--- config.mk ---
export PLATFORM = sky130hd
export DESIGN_NAME = axil_adder_master
export DESIGN_NICKNAME = d
export VERILOG_FILES = /design/src/rtl/axil_pkg.sv /design/src/rtl/axil_wr_chan.sv /design/src/rtl/axil_adder_master.sv
export SDC_FILE = /design/constraint.sdc
export NUM_CORES = 1
export LEC_CHECK = 0
export CAP_MARGIN = 20
export CORE_UTILIZATION = 47
export DETAILED_ROUTE_END_ITERATION = 7
export PLACE_DENSITY = 0.91
export SLEW_MARGIN = 20
export SYNTH_ARGS = -nofsm -noshare
export SYNTH_HDL_FRONTEND = slang
export SYNTH_HIERARCHICAL = 1
export SYNTH_SLANG_ARGS = --single-unit
--- constraint.sdc ---
create_clock -name m1_axi_aclk -period 5.74 [get_ports m1_axi_aclk]
set_input_delay 0.861 -clock m1_axi_aclk [delete_from_list [all_inputs] [get_ports m1_axi_aclk]]
set_output_delay 0.861 -clock m1_axi_aclk [all_outputs]
set_load 0.01 [all_outputs]
--- src/rtl/axil_pkg.sv ---
// axil_pkg: definitions shared by the AXI4-Lite adder master and the adder slave.
//   - state_t      : master FSM state encoding (also exported on state_dbg)
//   - RESP_*       : AXI response codes
//   - ERR_TIMEOUT  : err_code reported when a channel wait times out
//   - ADDR_*       : default register map of the adder slave
package axil_pkg;

    typedef enum logic [2:0] {
        ST_IDLE = 3'd0,
        ST_AW_W = 3'd1,
        ST_B    = 3'd2,
        ST_AR   = 3'd3,
        ST_R    = 3'd4,
        ST_DONE = 3'd5
    } state_t;

    localparam logic [1:0] RESP_OKAY   = 2'b00;
    localparam logic [1:0] RESP_EXOKAY = 2'b01;
    localparam logic [1:0] RESP_SLVERR = 2'b10;
    localparam logic [1:0] RESP_DECERR = 2'b11;

    // A timeout shares the DECERR encoding on err_code.
    localparam logic [1:0] ERR_TIMEOUT = RESP_DECERR;

    localparam logic [7:0] ADDR_OPA  = 8'h00;
    localparam logic [7:0] ADDR_OPB  = 8'h04;
    localparam logic [7:0] ADDR_SUM  = 8'h08;
    localparam logic [7:0] ADDR_STAT = 8'h0C;

endpackage

--- src/rtl/axil_wr_chan.sv ---
// axil_wr_chan: tracks the independent AW and W handshakes of one AXI4-Lite write.
//   clk, rst_n : clock, asynchronous active-low reset
//   launch     : raise awvalid and wvalid together (start of a write)
//   abort      : drop both valids immediately (timeout)
//   awready    : slave address-channel ready
//   wready     : slave data-channel ready
//   awvalid    : registered address-channel valid
//   wvalid     : registered data-channel valid
//   both_done  : both handshakes complete by the end of this cycle
// Each valid drops on its own handshake; both_done also covers the case where
// the last (or both) handshakes happen in the current cycle.
module axil_wr_chan (
    input  logic clk,
    input  logic rst_n,
    input  logic launch,
    input  logic abort,
    input  logic awready,
    input  logic wready,
    output logic awvalid,
    output logic wvalid,
    output logic both_done
);

    logic active;

    always_ff @(posedge clk or negedge rst_n) begin
        if (!rst_n) begin
            active  <= 1'b0;
            awvalid <= 1'b0;
            wvalid  <= 1'b0;
        end else if (abort) begin
            active  <= 1'b0;
            awvalid <= 1'b0;
            wvalid  <= 1'b0;
        end else if (launch) begin
            active  <= 1'b1;
            awvalid <= 1'b1;
            wvalid  <= 1'b1;
        end else begin
            if (awvalid && awready) awvalid <= 1'b0;
            if (wvalid && wready)   wvalid  <= 1'b0;
            if (both_done)          active  <= 1'b0;
        end
    end

    // A channel counts as finished if its valid already dropped or it handshakes now.
    assign both_done = active && (!awvalid || awready) && (!wvalid || wready);

endmodule

--- src/rtl/axil_adder_master.sv ---
// axil_adder_master: AXI4-Lite initiator driving the memory-mapped adder slave.
// A start strobe accepted in IDLE runs: write A, write B, read SUM, read STAT,
// then pulses done for one cycle with result/carry/err/err_code.
// Ports:
//   m1_axi_aclk, m1_axi_aresetn : clock, asynchronous active-low reset
//   start, op_a, op_b           : command strobe and operands (sampled on accept)
//   busy, done                  : command in flight / one-cycle completion pulse
//   result, carry               : captured sum and STAT bit0
//   err, err_code               : non-OKAY response (or timeout) and its code
//   m1_axi_aw*/w*/b*/ar*/r*     : AXI4-Lite master channels
//   state_dbg                   : current FSM state
// Build option: define AXIL_MASTER_TIMEOUT_EN to abort any channel wait that
// lasts TIMEOUT_CYCLES cycles (err_code = 2'b11). Without it the FSM waits forever.
// Handshake rule on every channel: a transfer happens on a rising clock edge
// where valid and ready are both high; a valid, once raised, stays high with
// its payload stable until that edge, and ready/valid of the master are registered.
module axil_adder_master
    import axil_pkg::*;
#(
    parameter int                    DATA_WIDTH     = 32,
    parameter int                    ADDR_WIDTH     = 8,
    parameter logic [ADDR_WIDTH-1:0] OPA_ADDR       = ADDR_WIDTH'(ADDR_OPA),
    parameter logic [ADDR_WIDTH-1:0] OPB_ADDR       = ADDR_WIDTH'(ADDR_OPB),
    parameter logic [ADDR_WIDTH-1:0] SUM_ADDR       = ADDR_WIDTH'(ADDR_SUM),
    parameter logic [ADDR_WIDTH-1:0] STAT_ADDR      = ADDR_WIDTH'(ADDR_STAT),
    parameter int                    TIMEOUT_CYCLES = 256
) (
    input  logic                      m1_axi_aclk,
    input  logic                      m1_axi_aresetn,
    input  logic                      start,
    input  logic [DATA_WIDTH-1:0]     op_a,
    input  logic [DATA_WIDTH-1:0]     op_b,
    output logic                      busy,
    output logic                      done,
    output logic [DATA_WIDTH-1:0]     result,
    output logic                      carry,
    output logic                      err,
    output logic [1:0]                err_code,
    output logic [ADDR_WIDTH-1:0]     m1_axi_awaddr,
    output logic                      m1_axi_awvalid,
    input  logic                      m1_axi_awready,
    output logic [DATA_WIDTH-1:0]     m1_axi_wdata,
    output logic [DATA_WIDTH/8-1:0]   m1_axi_wstrb,
    output logic                      m1_axi_wvalid,
    input  logic                      m1_axi_wready,
    input  logic [1:0]                m1_axi_bresp,
    input  logic                      m1_axi_bvalid,
    output logic                      m1_axi_bready,
    output logic [ADDR_WIDTH-1:0]     m1_axi_araddr,
    output logic                      m1_axi_arvalid,
    input  logic                      m1_axi_arready,
    input  logic [DATA_WIDTH-1:0]     m1_axi_rdata,
    input  logic [1:0]                m1_axi_rresp,
    input  logic                      m1_axi_rvalid,
    output logic                      m1_axi_rready,
    output state_t                    state_dbg
);

    state_t                state;
    logic                  idx;      // 0: A write / SUM read, 1: B write / STAT read
    logic [DATA_WIDTH-1:0] op_b_q;
    logic                  wr_launch;
    logic                  wr_both_done;
    logic                  progress;
    logic                  waiting;
    logic                  timeout_fire;

    assign m1_axi_wstrb = '1;
    assign state_dbg    = state;

    // Does the current channel state complete its handshake this cycle?
    always_comb begin
        progress = 1'b0;
        waiting  = 1'b0;
        case (state)
            ST_AW_W: begin waiting = 1'b1; progress = wr_both_done; end
            ST_B:    begin waiting = 1'b1; progress = m1_axi_bvalid && m1_axi_bready; end
            ST_AR:   begin waiting = 1'b1; progress = m1_axi_arvalid && m1_axi_arready; end
            ST_R:    begin waiting = 1'b1; progress = m1_axi_rvalid && m1_axi_rready; end
            default: begin waiting = 1'b0; progress = 1'b0; end
        endcase
    end

    // Both writes are launched from here: the A write on accept, the B write
    // after an OKAY response to the A write.
    assign wr_launch = ((state == ST_IDLE) && start) ||
                       ((state == ST_B) && m1_axi_bvalid && m1_axi_bready &&
                        (m1_axi_bresp == RESP_OKAY) && !idx);

`ifdef AXIL_MASTER_TIMEOUT_EN
    localparam int CW = $clog2(TIMEOUT_CYCLES + 1);
    logic [CW-1:0] wait_cnt;

    // Every exit from a waiting state is a handshake or a timeout, so clearing
    // on those events restarts the count at each state entry.
    always_ff @(posedge m1_axi_aclk or negedge m1_axi_aresetn) begin
        if (!m1_axi_aresetn)                   wait_cnt <= '0;
        else if (!waiting || progress || timeout_fire) wait_cnt <= '0;
        else                                   wait_cnt <= wait_cnt + CW'(1);
    end

    assign timeout_fire = waiting && !progress && (wait_cnt == CW'(TIMEOUT_CYCLES - 1));
`else
    assign timeout_fire = 1'b0;
`endif

    axil_wr_chan u_wr_chan (
        .clk       (m1_axi_aclk),
        .rst_n     (m1_axi_aresetn),
        .launch    (wr_launch),
        .abort     (timeout_fire),
        .awready   (m1_axi_awready),
        .wready    (m1_axi_wready),
        .awvalid   (m1_axi_awvalid),
        .wvalid    (m1_axi_wvalid),
        .both_done (wr_both_done)
    );

    always_ff @(posedge m1_axi_aclk or negedge m1_axi_aresetn) begin
        if (!m1_axi_aresetn) begin
            state          <= ST_IDLE;
            idx            <= 1'b0;
            op_b_q         <= '0;
            busy           <= 1'b0;
            done           <= 1'b0;
            result         <= '0;
            carry          <= 1'b0;
            err            <= 1'b0;
            err_code       <= RESP_OKAY;
            m1_axi_awaddr  <= '0;
            m1_axi_wdata   <= '0;
            m1_axi_bready  <= 1'b0;
            m1_axi_araddr  <= '0;
            m1_axi_arvalid <= 1'b0;
            m1_axi_rready  <= 1'b0;
        end else if (timeout_fire) begin
            m1_axi_bready  <= 1'b0;
            m1_axi_arvalid <= 1'b0;
            m1_axi_rready  <= 1'b0;
            err            <= 1'b1;
            err_code       <= ERR_TIMEOUT;
            idx            <= 1'b0;
            done           <= 1'b1;
            state          <= ST_DONE;
        end else begin
            case (state)
                ST_IDLE: begin
                    if (start) begin
                        op_b_q        <= op_b;
                        busy          <= 1'b1;
                        idx           <= 1'b0;
                        err           <= 1'b0;
                        err_code      <= RESP_OKAY;
                        m1_axi_awaddr <= OPA_ADDR;
                        m1_axi_wdata  <= op_a;
                        state         <= ST_AW_W;
                    end
                end
                ST_AW_W: begin
                    if (wr_both_done) begin
                        m1_axi_bready <= 1'b1;
                        state         <= ST_B;
                    end
                end
                ST_B: begin
                    if (m1_axi_bvalid && m1_axi_bready) begin
                        m1_axi_bready <= 1'b0;
                        if (m1_axi_bresp != RESP_OKAY) begin
                            err      <= 1'b1;
                            err_code <= m1_axi_bresp;
                            idx      <= 1'b0;
                            done     <= 1'b1;
                            state    <= ST_DONE;
                        end else if (!idx) begin
                            idx           <= 1'b1;
                            m1_axi_awaddr <= OPB_ADDR;
                            m1_axi_wdata  <= op_b_q;
                            state         <= ST_AW_W;
                        end else begin
                            idx            <= 1'b0;
                            m1_axi_araddr  <= SUM_ADDR;
                            m1_axi_arvalid <= 1'b1;
                            state          <= ST_AR;
                        end
                    end
                end
                ST_AR: begin
                    if (m1_axi_arvalid && m1_axi_arready) begin
                        m1_axi_arvalid <= 1'b0;
                        m1_axi_rready  <= 1'b1;
                        state          <= ST_R;
                    end
                end
                ST_R: begin
                    if (m1_axi_rvalid && m1_axi_rready) begin
                        m1_axi_rready <= 1'b0;
                        if (m1_axi_rresp != RESP_OKAY) begin
                            err      <= 1'b1;
                            err_code <= m1_axi_rresp;
                            idx      <= 1'b0;
                            done     <= 1'b1;
                            state    <= ST_DONE;
                        end else if (!idx) begin
                            result         <= m1_axi_rdata;
                            idx            <= 1'b1;
                            m1_axi_araddr  <= STAT_ADDR;
                            m1_axi_arvalid <= 1'b1;
                            state          <= ST_AR;
                        end else begin
                            carry <= m1_axi_rdata[0];
                            idx   <= 1'b0;
                            done  <= 1'b1;
                            state <= ST_DONE;
                        end
                    end
                end
                ST_DONE: begin
                    done  <= 1'b0;
                    busy  <= 1'b0;
                    state <= ST_IDLE;
                end
                default: state <= ST_IDLE;
            endcase
        end
    end

endmodule

==> metrics.txt, run 1 <==
# TYPE chip_impl_metric gauge
chip_impl_metric{name="post-dp-hpwl",unit="mm"} 8.371
chip_impl_metric{name="slew_limit_fails",unit=""} 0
chip_impl_metric{name="initial_antenna_violation_count",unit=""} 0
chip_impl_metric{name="antenna-diode-count",unit=""} 0
chip_impl_metric{name="drc",unit=""} 0
chip_impl_metric{name="die_width",unit="um"} 105.3
chip_impl_metric{name="synthesized_area_fraction_occupied_by_xor_and_xnor_cells",unit="%"} 0
chip_impl_metric{name="area.growth.synth_to_final",unit="%"} 51.46
chip_impl_info{name="worstReg2RegEnd",value="result[26]"} 1
chip_impl_metric{name="clock_latency",unit="ps"} 500
chip_impl_metric{name="hold_viol_final",unit=""} 0
chip_impl_info{name="grt_setup_unrepaired",value="false"} 1
chip_impl_metric{name="cts.sink_count",unit=""} 115
chip_impl_metric{name="power_per_cell_area",unit="mW/mm2"} 502.5
chip_impl_metric{name="number_of_cell_rows",unit=""} 37
chip_impl_metric{name="initial_core_util",unit="%"} 48.59
chip_impl_info{name="worstPathCellList",value="clkdlybuf4s50_1"} 1
chip_impl_metric{name="drt-pass1-iter-count",unit=""} 6
chip_impl_metric{name="wl_per_cell",unit="um"} 16.54
chip_impl_metric{name="ctsHoldBuffers",unit=""} 0
chip_impl_metric{name="muxShareOfSynthArea",unit="%"} 21.65
chip_impl_metric{name="synthDominantCellAreaShare",unit="%"} 57.37
chip_impl_metric{name="vias_per_cell",unit=""} 5.138
chip_impl_metric{name="synth_cell_types",unit=""} 43
chip_impl_info{name="critical_path.endpoint",value="state_dbg[1]"} 1
chip_impl_metric{name="post-route-period-util",unit="%"} 47.90
chip_impl_info{name="reg_to_reg_startpoint",value="state_dbg[2]"} 1
chip_impl_metric{name="vdd.ir_drop.worst",unit="mV"} 0.2937
chip_impl_metric{name="netlist_area_before_placement",unit="mm2"} 0.005016
chip_impl_metric{name="final-setup-viol-count",unit=""} 0
chip_impl_metric{name="cp_num_buf_inv",unit=""} 1
chip_impl_metric{name="antenna_violating_nets_post_route",unit=""} 0
chip_impl_metric{name="layout.area.seq",unit="mm2"} 0.002878
chip_impl_metric{name="initialDrtViolationCount",unit=""} 137
chip_impl_metric{name="area_inside_the_core_boundary",unit="mm2"} 0.01032
chip_impl_metric{name="die_area",unit="mm2"} 0.01109
chip_impl_info{name="synth_area_leaders",value="sky130_fd_sc_hd__dfrtp_1 (57%), sky130_fd_sc_hd__mux2_2 (15%), sky130_fd_sc_hd__mux2i_1 (6.4%)"} 1
chip_impl_metric{name="critical_path_depth",unit=""} 1
chip_impl_metric{name="r2r_slack",unit="ps"} 3240
chip_impl_metric{name="ys.warnings.count",unit=""} 6
chip_impl_metric{name="layout-drive-gt1-share",unit="%"} 18.75
chip_impl_metric{name="postRouteWirelength",unit="mm"} 12.31
chip_impl_metric{name="total_cts_buffers",unit=""} 17
chip_impl_info{name="run_status",value="finished, final reports clean"} 1
chip_impl_metric{name="post_cts_buffers",unit=""} 0
chip_impl_info{name="timing.setup.critical_path_class",value="reg2out"} 1
chip_impl_metric{name="register_area_share_after_synthesis",unit="%"} 57.37
chip_impl_info{name="worst_setup_path_start_kind",value="flip-flop"} 1
chip_impl_info{name="hp-class",value="in2async"} 1
chip_impl_metric{name="multi_input_area",unit="mm2"} 0.001953
chip_impl_metric{name="cts.path.max_buffers",unit=""} 2
chip_impl_metric{name="cts.reportedPaths.clkPinSlew",unit="ps"} 60
chip_impl_info{name="dominant_combinational_cell_family_by_area_after_synthesis",value="multiplexers"} 1
chip_impl_metric{name="crit_path_max_fanout",unit=""} 17
chip_impl_metric{name="fraction_of_the_mapped_netlist_area_in_simple_logic_gates",unit="%"} 7.907
chip_impl_metric{name="worst_clock_skew",unit="ps"} 10.36
chip_impl_metric{name="reg2reg_depth",unit=""} 5
chip_impl_metric{name="number_of_enable_flip_flop_cells_after_synthesis",unit=""} 0
chip_impl_metric{name="syn-mean-instance-area",unit="um2"} 12.42
chip_impl_metric{name="dr_total_vias",unit=""} 3823
chip_impl_info{name="yosysTopAreaCell",value="sky130_fd_sc_hd__dfrtp_1"} 1
chip_impl_metric{name="global_route_wire_length_before_repair",unit="mm"} 19.98
chip_impl_metric{name="maxCapViolations",unit=""} 0
chip_impl_metric{name="synthArstFlopShare",unit="%"} 100.0
chip_impl_info{name="synthFlopType",value="sky130_fd_sc_hd__dfrtp_1"} 1
chip_impl_metric{name="cp_max_stage_delay",unit="ps"} 740
chip_impl_info{name="crit_path_max_delay_cell_type",value="sky130_fd_sc_hd__dfrtp_1"} 1
chip_impl_info{name="synth_commonest_cells",value="sky130_fd_sc_hd__dfrtp_1 (115), sky130_fd_sc_hd__mux2_2 (66), sky130_fd_sc_hd__nor2_1 (42), sky130_fd_sc_hd__a21oi_1 (41), sky130_fd_sc_hd__mux2i_1 (32)"} 1
chip_impl_metric{name="grt.overflow.total",unit=""} 0
chip_impl_metric{name="dieHeight",unit="um"} 105.3
chip_impl_metric{name="static-leakage-power",unit="uW"} 0.003205
chip_impl_metric{name="postSynthRegisterBits",unit=""} 115
chip_impl_metric{name="setup_ws_post_layout",unit="ps"} 2991
chip_impl_metric{name="grt_usage",unit="%"} 23.33
chip_impl_metric{name="yosys.area_share.adder",unit="%"} 0
chip_impl_metric{name="synth-compound-area-share",unit="%"} 7.533
chip_impl_metric{name="critPathRequiredTime",unit="ps"} 4880
chip_impl_metric{name="h-tree-depth",unit=""} 4
chip_impl_info{name="cts_tree",value="yes"} 1
chip_impl_metric{name="ioPinCount",unit=""} 206
chip_impl_metric{name="max_slew.worst_pin.slew",unit="ps"} 861.8
chip_impl_metric{name="cts_repair_resize_count",unit=""} 0
chip_impl_metric{name="post-route-min-period",unit="ps"} 2750
chip_impl_metric{name="layoutNonFillerInstCount",unit=""} 744
chip_impl_metric{name="grt_start_max_net_pins",unit=""} 71
chip_impl_metric{name="placed_cell_area",unit="mm2"} 0.006927
chip_impl_metric{name="final_net_count",unit=""} 703
chip_impl_metric{name="max_clock_freq",unit="MHz"} 363.7
chip_impl_metric{name="first_global_vias",unit=""} 3996
chip_impl_metric{name="fillers",unit=""} 698
chip_impl_metric{name="place.port_buffers",unit=""} 188
chip_impl_metric{name="timing.setup.tns",unit="ps"} 0
chip_impl_metric{name="layout.cell_area.non_filler",unit="mm2"} 0.007597
chip_impl_metric{name="finalWeightedCongestion",unit=""} 0.8503
chip_impl_metric{name="slew_headroom",unit="%"} 42.55
chip_impl_metric{name="critical_path_at",unit="ps"} 1890
chip_impl_info{name="yosysMostFrequentCell",value="sky130_fd_sc_hd__dfrtp_1"} 1
chip_impl_metric{name="dp.cells",unit=""} 711
chip_impl_info{name="critical_path.startpoint",value="state_dbg[1]"} 1
chip_impl_info{name="cts_root_buffer",value="sky130_fd_sc_hd__clkbuf_8"} 1
chip_impl_info{name="critPathTopFamily",value="flip-flops"} 1
chip_impl_metric{name="place_worst_setup_slack",unit="ps"} 2351
chip_impl_info{name="timing.critical_path.to_type",value="primary output"} 1
chip_impl_metric{name="number_of_cells_produced_by_synthesis",unit=""} 404
placed cells by master, fill, tap and decap left out, drive strengths merged, types with 4 or more instances in the layout:
cell type      synthesis  final
a21oi                 41     41
buf                   37      6
bufinv                 0      5
clkbuf                 2     20
clkdlybuf4s50          0    187
clkinv                 0      4
conb                   2     20
dfrtp                115    115
inv                    7      7
mux2                  68     68
mux2i                 32     32
nand2                 12     12
nand4                  4      4
nor2                  42     42
nor2b                  4      4
o21ai                  9      9
final cells by class:
type                            instances  share of cell area, %
Timing Repair Buffer                  193                  25.28
Clock inverter                         12                  2.684
Inverter                                7                 0.3458
Tap cell                              136                  2.240
Sequential cell                       115                  37.88
Clock buffer                           20                  5.863
Multi-Input combinational cell        261                  25.71
per-layer routing:
| layer | GRT usage (%) | wire length [um] | part of all wire (%) |
|---|---|---|---|
| met4 | 9.256 | 265 | 2.2 |
| met3 | 5.999 | 748 | 6.1 |
| met2 | 40.74 | 6486 | 53 |
| met5 | 0 | 0 | 0 |
| met1 | 27.38 | 4806 | 39 |
where the power goes:
| group | internal, uW | total (uW) | switching [uW] |
|---|---|---|---|
| combinational | 755 | 1300 | 546 |
| sequential | 1140 | 1380 | 232 |
| clock | 773 | 1140 | 368 |
| total | 2670 | 3820 | 1150 |
registers in the layout (all words and copies together), names as in the netlist, 2 cells and up:
name           flops
m1_axi_wdata      32
op_b_q            32
result            32
state_dbg          3
err_code           2
m1_axi_araddr      2
cells by family (layout without fill, tap and decap cells):
logic type,count (synthesis),count (layout)
AO/OA/AOI/OAI,65,65
multiplexers,100,100
buffers and inverters,46,232
AND/OR/NAND/NOR,76,76
flip-flops,115,115
other,2,20
how the worst min path moves through the flow:
stage                     cells past startpoint          endpoint  slack (ps)
after floorplan                               1        op_b_q[19]         480
after global placement                        1  m1_axi_araddr[2]         470
after detailed placement                      1  m1_axi_araddr[2]         470
after CTS                                     1         op_b_q[8]         370
after global routing                          1         op_b_q[8]         390
final                                         1   m1_axi_wdata[8]         350
metrics by stage:
step	util [%]	hold slack [ps]	total power, uW
finish	73.59	354.8	3818
global route	73.59	390.2	4012
CTS	73.39	371.6	3842
detailed placement	67.09	469.6	2677
global placement	67.09	465.8	2614
floorplan	-	480.5	2024
Note: power is estimated with default switching activity, not from simulation.
==> run 2, diff against run 1 <==
- CORE_UTILIZATION: 47 -> 39
- PLACE_DENSITY: 0.91 -> 0.81
- clock period: 5.74 -> 2.4 ns (I/O delays scaled with it)
==> metrics.txt, run 2 (synthesized netlist as in run 1, its figures left out) <==
# TYPE chip_impl_metric gauge
chip_impl_metric{name="drt-pass1-iter-count",unit=""} 4
chip_impl_metric{name="clock_latency",unit="ps"} 410
chip_impl_metric{name="die_area",unit="mm2"} 0.01332
chip_impl_metric{name="ctsHoldBuffers",unit=""} 1
chip_impl_metric{name="final_net_count",unit=""} 712
chip_impl_metric{name="layout.area.seq",unit="mm2"} 0.002878
chip_impl_metric{name="timing.setup.tns",unit="ps"} 0
chip_impl_metric{name="post-route-min-period",unit="ps"} 2072
chip_impl_metric{name="vias_per_cell",unit=""} 4.875
chip_impl_metric{name="slew_headroom",unit="%"} 59.86
chip_impl_metric{name="cts.path.max_buffers",unit=""} 2
chip_impl_metric{name="max_slew.worst_pin.slew",unit="ps"} 602.1
chip_impl_metric{name="internal_power",unit="uW"} 6106
chip_impl_metric{name="dr_total_vias",unit=""} 3837
chip_impl_info{name="timing.setup.critical_path_class",value="reg2out"} 1
chip_impl_metric{name="net-switching-power",unit="uW"} 2679
chip_impl_metric{name="h-tree-depth",unit=""} 4
chip_impl_metric{name="finalCoreUtilization",unit="%"} 60.76
chip_impl_metric{name="antenna-diode-count",unit=""} 0
chip_impl_metric{name="layout-drive-gt1-share",unit="%"} 19.02
chip_impl_metric{name="first_global_vias",unit=""} 4032
chip_impl_metric{name="number_of_cell_rows",unit=""} 41
chip_impl_info{name="run_status",value="finished, final reports clean"} 1
chip_impl_metric{name="postRouteWirelength",unit="mm"} 12.29
chip_impl_metric{name="final-setup-viol-count",unit=""} 0
chip_impl_metric{name="layout.cell_area.non_filler",unit="mm2"} 0.007636
chip_impl_metric{name="cts.reportedPaths.clkPinSlew",unit="ps"} 50
chip_impl_metric{name="power_per_cell_area",unit="mW/mm2"} 1150
chip_impl_info{name="commonest_non_fill_non_tap_cell_in_the_layout",value="sky130_fd_sc_hd__clkdlybuf4s50_1"} 1
chip_impl_metric{name="worst_clock_skew",unit="ps"} 5.920
chip_impl_metric{name="cts_repair_resize_count",unit=""} 0
chip_impl_metric{name="hold_viol_final",unit=""} 0
chip_impl_metric{name="power.share.switching",unit="%"} 30.50
chip_impl_metric{name="pwr-share-clk",unit="%"} 26.1
chip_impl_metric{name="grt.overflow.total",unit=""} 0
chip_impl_metric{name="fillers",unit=""} 1007
chip_impl_metric{name="grt_start_max_net_pins",unit=""} 68
chip_impl_metric{name="post-dp-hpwl",unit="mm"} 8.798
chip_impl_metric{name="max_clock_freq",unit="MHz"} 482.6
chip_impl_info{name="cts_root_buffer",value="sky130_fd_sc_hd__clkbuf_16"} 1
chip_impl_metric{name="total_cts_buffers",unit=""} 17
chip_impl_metric{name="finalWeightedCongestion",unit=""} 0.8174
chip_impl_info{name="hp-class",value="in2async"} 1
chip_impl_metric{name="combPwrFrac",unit="%"} 37.1
chip_impl_metric{name="area_inside_the_core_boundary",unit="mm2"} 0.01257
chip_impl_metric{name="seq_power_share",unit="%"} 36.8
chip_impl_metric{name="area.growth.synth_to_final",unit="%"} 52.23
chip_impl_info{name="cts_tree",value="yes"} 1
chip_impl_info{name="grt_setup_unrepaired",value="false"} 1
chip_impl_info{name="reg_top3",value="m1_axi_wdata (32), op_b_q (32), result (32)"} 1
chip_impl_metric{name="initial_antenna_violation_count",unit=""} 0
chip_impl_metric{name="wl_per_cell",unit="um"} 15.62
chip_impl_metric{name="place.port_buffers",unit=""} 188
chip_impl_metric{name="critPathRequiredTime",unit="ps"} 2040
chip_impl_metric{name="vdd.ir_drop.worst",unit="mV"} 0.5386
chip_impl_info{name="most_used_cells_in_the_layout_excluding_fill_and_tap_cells",value="sky130_fd_sc_hd__clkdlybuf4s50_1 (187), sky130_fd_sc_hd__dfrtp_1 (115), sky130_fd_sc_hd__mux2_2 (66), sky130_fd_sc_hd__nor2_1 (42), sky130_fd_sc_hd__a21oi_1 (41)"} 1
chip_impl_info{name="timing.critical_path.to_type",value="primary output"} 1
chip_impl_metric{name="critical_path_at",unit="ps"} 1710
chip_impl_metric{name="maxCapViolations",unit=""} 0
chip_impl_metric{name="placed_cell_area",unit="mm2"} 0.007089
chip_impl_metric{name="multi_input_area",unit="mm2"} 0.001943
chip_impl_metric{name="global_route_wire_length_before_repair",unit="mm"} 19.75
chip_impl_metric{name="initialDrtViolationCount",unit=""} 134
chip_impl_metric{name="antenna_violating_nets_post_route",unit=""} 0
chip_impl_metric{name="post-route-period-util",unit="%"} 86.33
chip_impl_info{name="worst_setup_path_start_kind",value="flip-flop"} 1
chip_impl_metric{name="dieHeight",unit="um"} 115.4
chip_impl_metric{name="slew_limit_fails",unit=""} 0
chip_impl_metric{name="drc",unit=""} 0
chip_impl_metric{name="cts.sink_count",unit=""} 115
chip_impl_metric{name="post_cts_buffers",unit=""} 0
chip_impl_metric{name="initial_core_util",unit="%"} 39.91
chip_impl_metric{name="grt_usage",unit="%"} 19.57
chip_impl_metric{name="ioPinCount",unit=""} 206
chip_impl_metric{name="crit_path_max_fanout",unit=""} 8
chip_impl_metric{name="die_width",unit="um"} 115.4
chip_impl_metric{name="static-leakage-power",unit="uW"} 0.003224
## run 2: cell types whose count changed in the layout (fill, tap and decap cells not counted), sizes merged
cell	delta
clkbuf	+4
clkinv	+1
buf	+8
clkinvlp	-3
dlygate4sd3	+1
bufinv	-4
## run 2: worst paths after layout
kind | from | to | slack (ps) | depth (start not counted)
setup / recovery | state_dbg[0] | state_dbg[0] | 330 | 2
hold / removal | m1_axi_aresetn | op_b_q[31] | 490 | 3
setup reg to reg | state_dbg[1] | m1_axi_wdata[5] | 380 | 5
hold reg to reg | m1_axi_araddr[2] | m1_axi_araddr[2] | 490 | 1
max in group asynchronous | m1_axi_aresetn | u_wr_chan/active | 1360 | 3
min in group m1_axi_aclk | m1_axi_araddr[2] | m1_axi_araddr[2] | 490 | 1
## run 2: power groups by stage
stage	registers, uW	clock network [uW]	logic (uW)
CTS	3240	2340	3300
finish	3230	2300	3260
global placement	3200	0	3180
detailed placement	3260	0	3280
global route	3330	2440	3540
floorplan	3370	0	1470
## run 2: layer usage
metal,track usage [%],up-vias,wire length (um)
li1,-,1778,-
met1,22.94,1893,5013
met2,31.94,132,6165
met3,6.119,34,714
met4,11.08,0,400
met5,0,-,0
## run 2: through the flow
step	total power [uW]	setup slack [ps]	cells	hold slack (ps)
after floorplan	4840	466.1	422	64.41
after global placement	6383	350.5	756	394.9
after detailed placement	6537	307.4	756	405.6
after CTS	8880	322.3	787	486.1
after global routing	9310	211.7	787	512.1
final	8785	328.0	787	485.1
## run 2: worst max-delay path: stages, from the launching register on
cell and delay [ps]:
sky130_fd_sc_hd__dfrtp_1 540, sky130_fd_sc_hd__buf_4 220, sky130_fd_sc_hd__clkdlybuf4s50_1 540
## run 2: area by class of cell
class	count	share of cell area (%)
flip-flops and latches	115	37.69
repair buffers	202	26.68
multi-input cells	261	25.45
clock buffers	24	6.308
well taps	172	2.818
clock inverters	6	0.7210
inverters	7	0.3441
==> run 3, diff against run 2 <==
- GPL_TIMING_DRIVEN: not set -> 0
==> metrics.txt, run 3 (synthesized netlist as in run 1, its figures left out) <==
# TYPE chip_impl_metric gauge
chip_impl_metric{name="post-dp-hpwl",unit="mm"} 9.485
chip_impl_metric{name="grt_start_max_net_pins",unit=""} 69
chip_impl_metric{name="critPathRequiredTime",unit="ps"} 2690
chip_impl_metric{name="cts.path.max_buffers",unit=""} 2
chip_impl_info{name="cts_root_buffer",value="sky130_fd_sc_hd__clkbuf_16"} 1
chip_impl_metric{name="post-route-period-util",unit="%"} 91.39
chip_impl_info{name="cts_tree",value="yes"} 1
chip_impl_metric{name="postRouteWirelength",unit="mm"} 12.91
chip_impl_metric{name="setup_ws_post_layout",unit="ps"} 206.6
chip_impl_metric{name="crit_path_max_fanout",unit=""} 10
chip_impl_metric{name="hold_viol_final",unit=""} 0
chip_impl_info{name="run_status",value="finished, final reports clean"} 1
chip_impl_metric{name="slew_limit_fails",unit=""} 0
chip_impl_metric{name="cts.sink_count",unit=""} 115
chip_impl_info{name="timing.setup.critical_path_class",value="reg2reg"} 1
chip_impl_metric{name="max_clock_freq",unit="MHz"} 455.9
chip_impl_metric{name="die_width",unit="um"} 115.4
chip_impl_metric{name="vias_per_cell",unit=""} 4.766
chip_impl_metric{name="power_per_cell_area",unit="mW/mm2"} 1151
chip_impl_metric{name="slew_headroom",unit="%"} 65.73
chip_impl_metric{name="initial_antenna_violation_count",unit=""} 0
chip_impl_metric{name="clock_latency",unit="ps"} 410
chip_impl_metric{name="layoutNonFillerInstCount",unit=""} 817
chip_impl_metric{name="number_of_cell_rows",unit=""} 41
chip_impl_metric{name="cts.reportedPaths.clkPinSlew",unit="ps"} 50
chip_impl_metric{name="grt.overflow.total",unit=""} 0
chip_impl_info{name="grt_setup_unrepaired",value="false"} 1
chip_impl_metric{name="finalCoreUtilization",unit="%"} 62.31
chip_impl_metric{name="global_route_wire_length_before_repair",unit="mm"} 20.37
chip_impl_metric{name="antenna-diode-count",unit=""} 0
chip_impl_metric{name="critical_path_at",unit="ps"} 2480
chip_impl_metric{name="antenna_violating_nets_post_route",unit=""} 0
chip_impl_info{name="timing.critical_path.to_type",value="flip-flop"} 1
chip_impl_metric{name="vdd.ir_drop.worst",unit="mV"} 0.7234
chip_impl_metric{name="route.met2.wl",unit="mm"} 6.719
chip_impl_metric{name="dieHeight",unit="um"} 115.4
chip_impl_metric{name="worst_clock_skew",unit="ps"} 6.833
chip_impl_metric{name="area.growth.synth_to_final",unit="%"} 56.12
chip_impl_metric{name="initialDrtViolationCount",unit=""} 231
chip_impl_metric{name="ioPinCount",unit=""} 206
chip_impl_metric{name="die_area",unit="mm2"} 0.01332
chip_impl_info{name="most_used_cells_in_the_layout_excluding_fill_and_tap_cells",value="sky130_fd_sc_hd__clkdlybuf4s50_1 (187), sky130_fd_sc_hd__dfrtp_1 (115), sky130_fd_sc_hd__mux2_2 (66), sky130_fd_sc_hd__nor2_1 (42), sky130_fd_sc_hd__a21oi_1 (41)"} 1
chip_impl_metric{name="maxCapViolations",unit=""} 0
chip_impl_metric{name="place.port_buffers",unit=""} 188
chip_impl_metric{name="post-route-min-period",unit="ps"} 2193
chip_impl_metric{name="layout-drive-gt1-share",unit="%"} 22.79
chip_impl_info{name="hp-class",value="in2async"} 1
chip_impl_metric{name="total_cts_buffers",unit=""} 17
chip_impl_info{name="worst_setup_path_start_kind",value="flip-flop"} 1
chip_impl_metric{name="max_slew.worst_pin.slew",unit="ps"} 514.1
chip_impl_metric{name="worst_hold_slack",unit="ps"} 452.8
chip_impl_metric{name="h-tree-depth",unit=""} 4
chip_impl_info{name="reg_top3",value="m1_axi_wdata (32), op_b_q (32), result (32)"} 1
chip_impl_metric{name="final-setup-viol-count",unit=""} 0
chip_impl_metric{name="first_global_vias",unit=""} 4058
chip_impl_info{name="highest-signal-layer",value="met4"} 1
chip_impl_metric{name="grt_usage",unit="%"} 20.29
chip_impl_metric{name="fillers",unit=""} 1027
chip_impl_metric{name="met1_length",unit="mm"} 5.022
chip_impl_metric{name="dr_total_vias",unit=""} 3894
chip_impl_metric{name="wl_per_cell",unit="um"} 15.80
chip_impl_metric{name="static-leakage-power",unit="uW"} 0.003382
chip_impl_info{name="commonest_non_fill_non_tap_cell_in_the_layout",value="sky130_fd_sc_hd__clkdlybuf4s50_1"} 1
chip_impl_metric{name="met3_wirelength",unit="um"} 856
chip_impl_metric{name="final_net_count",unit=""} 741
chip_impl_metric{name="drt-pass1-iter-count",unit=""} 4
chip_impl_metric{name="finalWeightedCongestion",unit=""} 0.8116
chip_impl_metric{name="area_inside_the_core_boundary",unit="mm2"} 0.01257
chip_impl_metric{name="place_worst_setup_slack",unit="ps"} -184.0
chip_impl_metric{name="drc",unit=""} 0
chip_impl_metric{name="dp.cells",unit=""} 783
chip_impl_metric{name="initial_core_util",unit="%"} 39.91
## run 3: changes by cell type in the layout (fill, tap and decap cells not counted), moves of 2 or more
| cell | delta |
|---|---|
| sky130_fd_sc_hd__buf_4 | +13 |
| sky130_fd_sc_hd__clkinvlp_4 | +3 |
| sky130_fd_sc_hd__buf_2 | +15 |
| sky130_fd_sc_hd__clkbuf_8 | +2 |
| sky130_fd_sc_hd__clkbuf_1 | -2 |
| sky130_fd_sc_hd__buf_12 | -4 |
## run 3: power breakdown
part           total [uW]  internal, uW  switching [uW]
clock                2500          1650             847
combinational        3300          1880            1420
sequential           3210          2740             471
## run 3: final cells by class
type	count	area [um2]	share of cell area, %
buffer	39	244.0	3.116
inverter	7	26.28	0.3355
tap	172	215.2	2.748
sequential	115	2878	36.75
clock inverter	9	102.6	1.310
multi-input combinational	261	1936	24.72
clock buffer	22	494.2	6.311
timing repair buffer	192	1936	24.72
## run 3: timing repair
item | 4_1_cts | 5_1_grt
hold buffers | 1 | 0
cloned | 0 | 0
pin swaps | 1 | 1
gates resized for setup | 0 | 0
endpoints found under the hold margin | 47 | 0
buffers inserted | 0 | 2
endpoints found under the setup margin | 1 | 30
## run 3: routing by layer
layer	track usage, %	up-vias
met2	34.33	136
met3	6.642	26
met1	23.52	1900
met4	9.004	0
met5	0	-
li1	-	1832
## run 3: worst paths after layout
| kind | cells past startpoint | endpoint | from | slack, ps |
|---|---|---|---|---|
| worst max register to register | 6 | result[15] | state_dbg[1] | 210 |
| min in group m1_axi_aclk | 1 | m1_axi_araddr[3] | m1_axi_araddr[3] | 490 |
| max in group asynchronous | 3 | result[17] | m1_axi_aresetn | 1280 |
| worst min register to register | 1 | m1_axi_araddr[3] | m1_axi_araddr[3] | 490 |
| worst min-delay path | 2 | op_b_q[7] | m1_axi_aresetn | 450 |
| worst max-delay path | 6 | result[15] | state_dbg[1] | 210 |
## run 3: worst max-delay path, cell delays in order (launching register included)
cell                      delay (ps)
sky130_fd_sc_hd__dfrtp_1         370
sky130_fd_sc_hd__buf_2           170
sky130_fd_sc_hd__nor3b_4         310
sky130_fd_sc_hd__nand2_1         210
sky130_fd_sc_hd__nor3_4          390
sky130_fd_sc_hd__buf_4           270
sky130_fd_sc_hd__mux2_2          350
## run 3: per-stage QoR
| stage | area [um2] | total power [uW] | setup TNS, ps |
|---|---|---|---|
| finish | 7831 | 9010 | 0 |
| CTS | 7816 | 9092 | 0 |
| global route | 7831 | 9520 | 0 |
| global placement | 7181 | 6394 | -389810 |
| detailed placement | 7209 | 6541 | -6469 |
| floorplan | 5084 | 4840 | 0 |
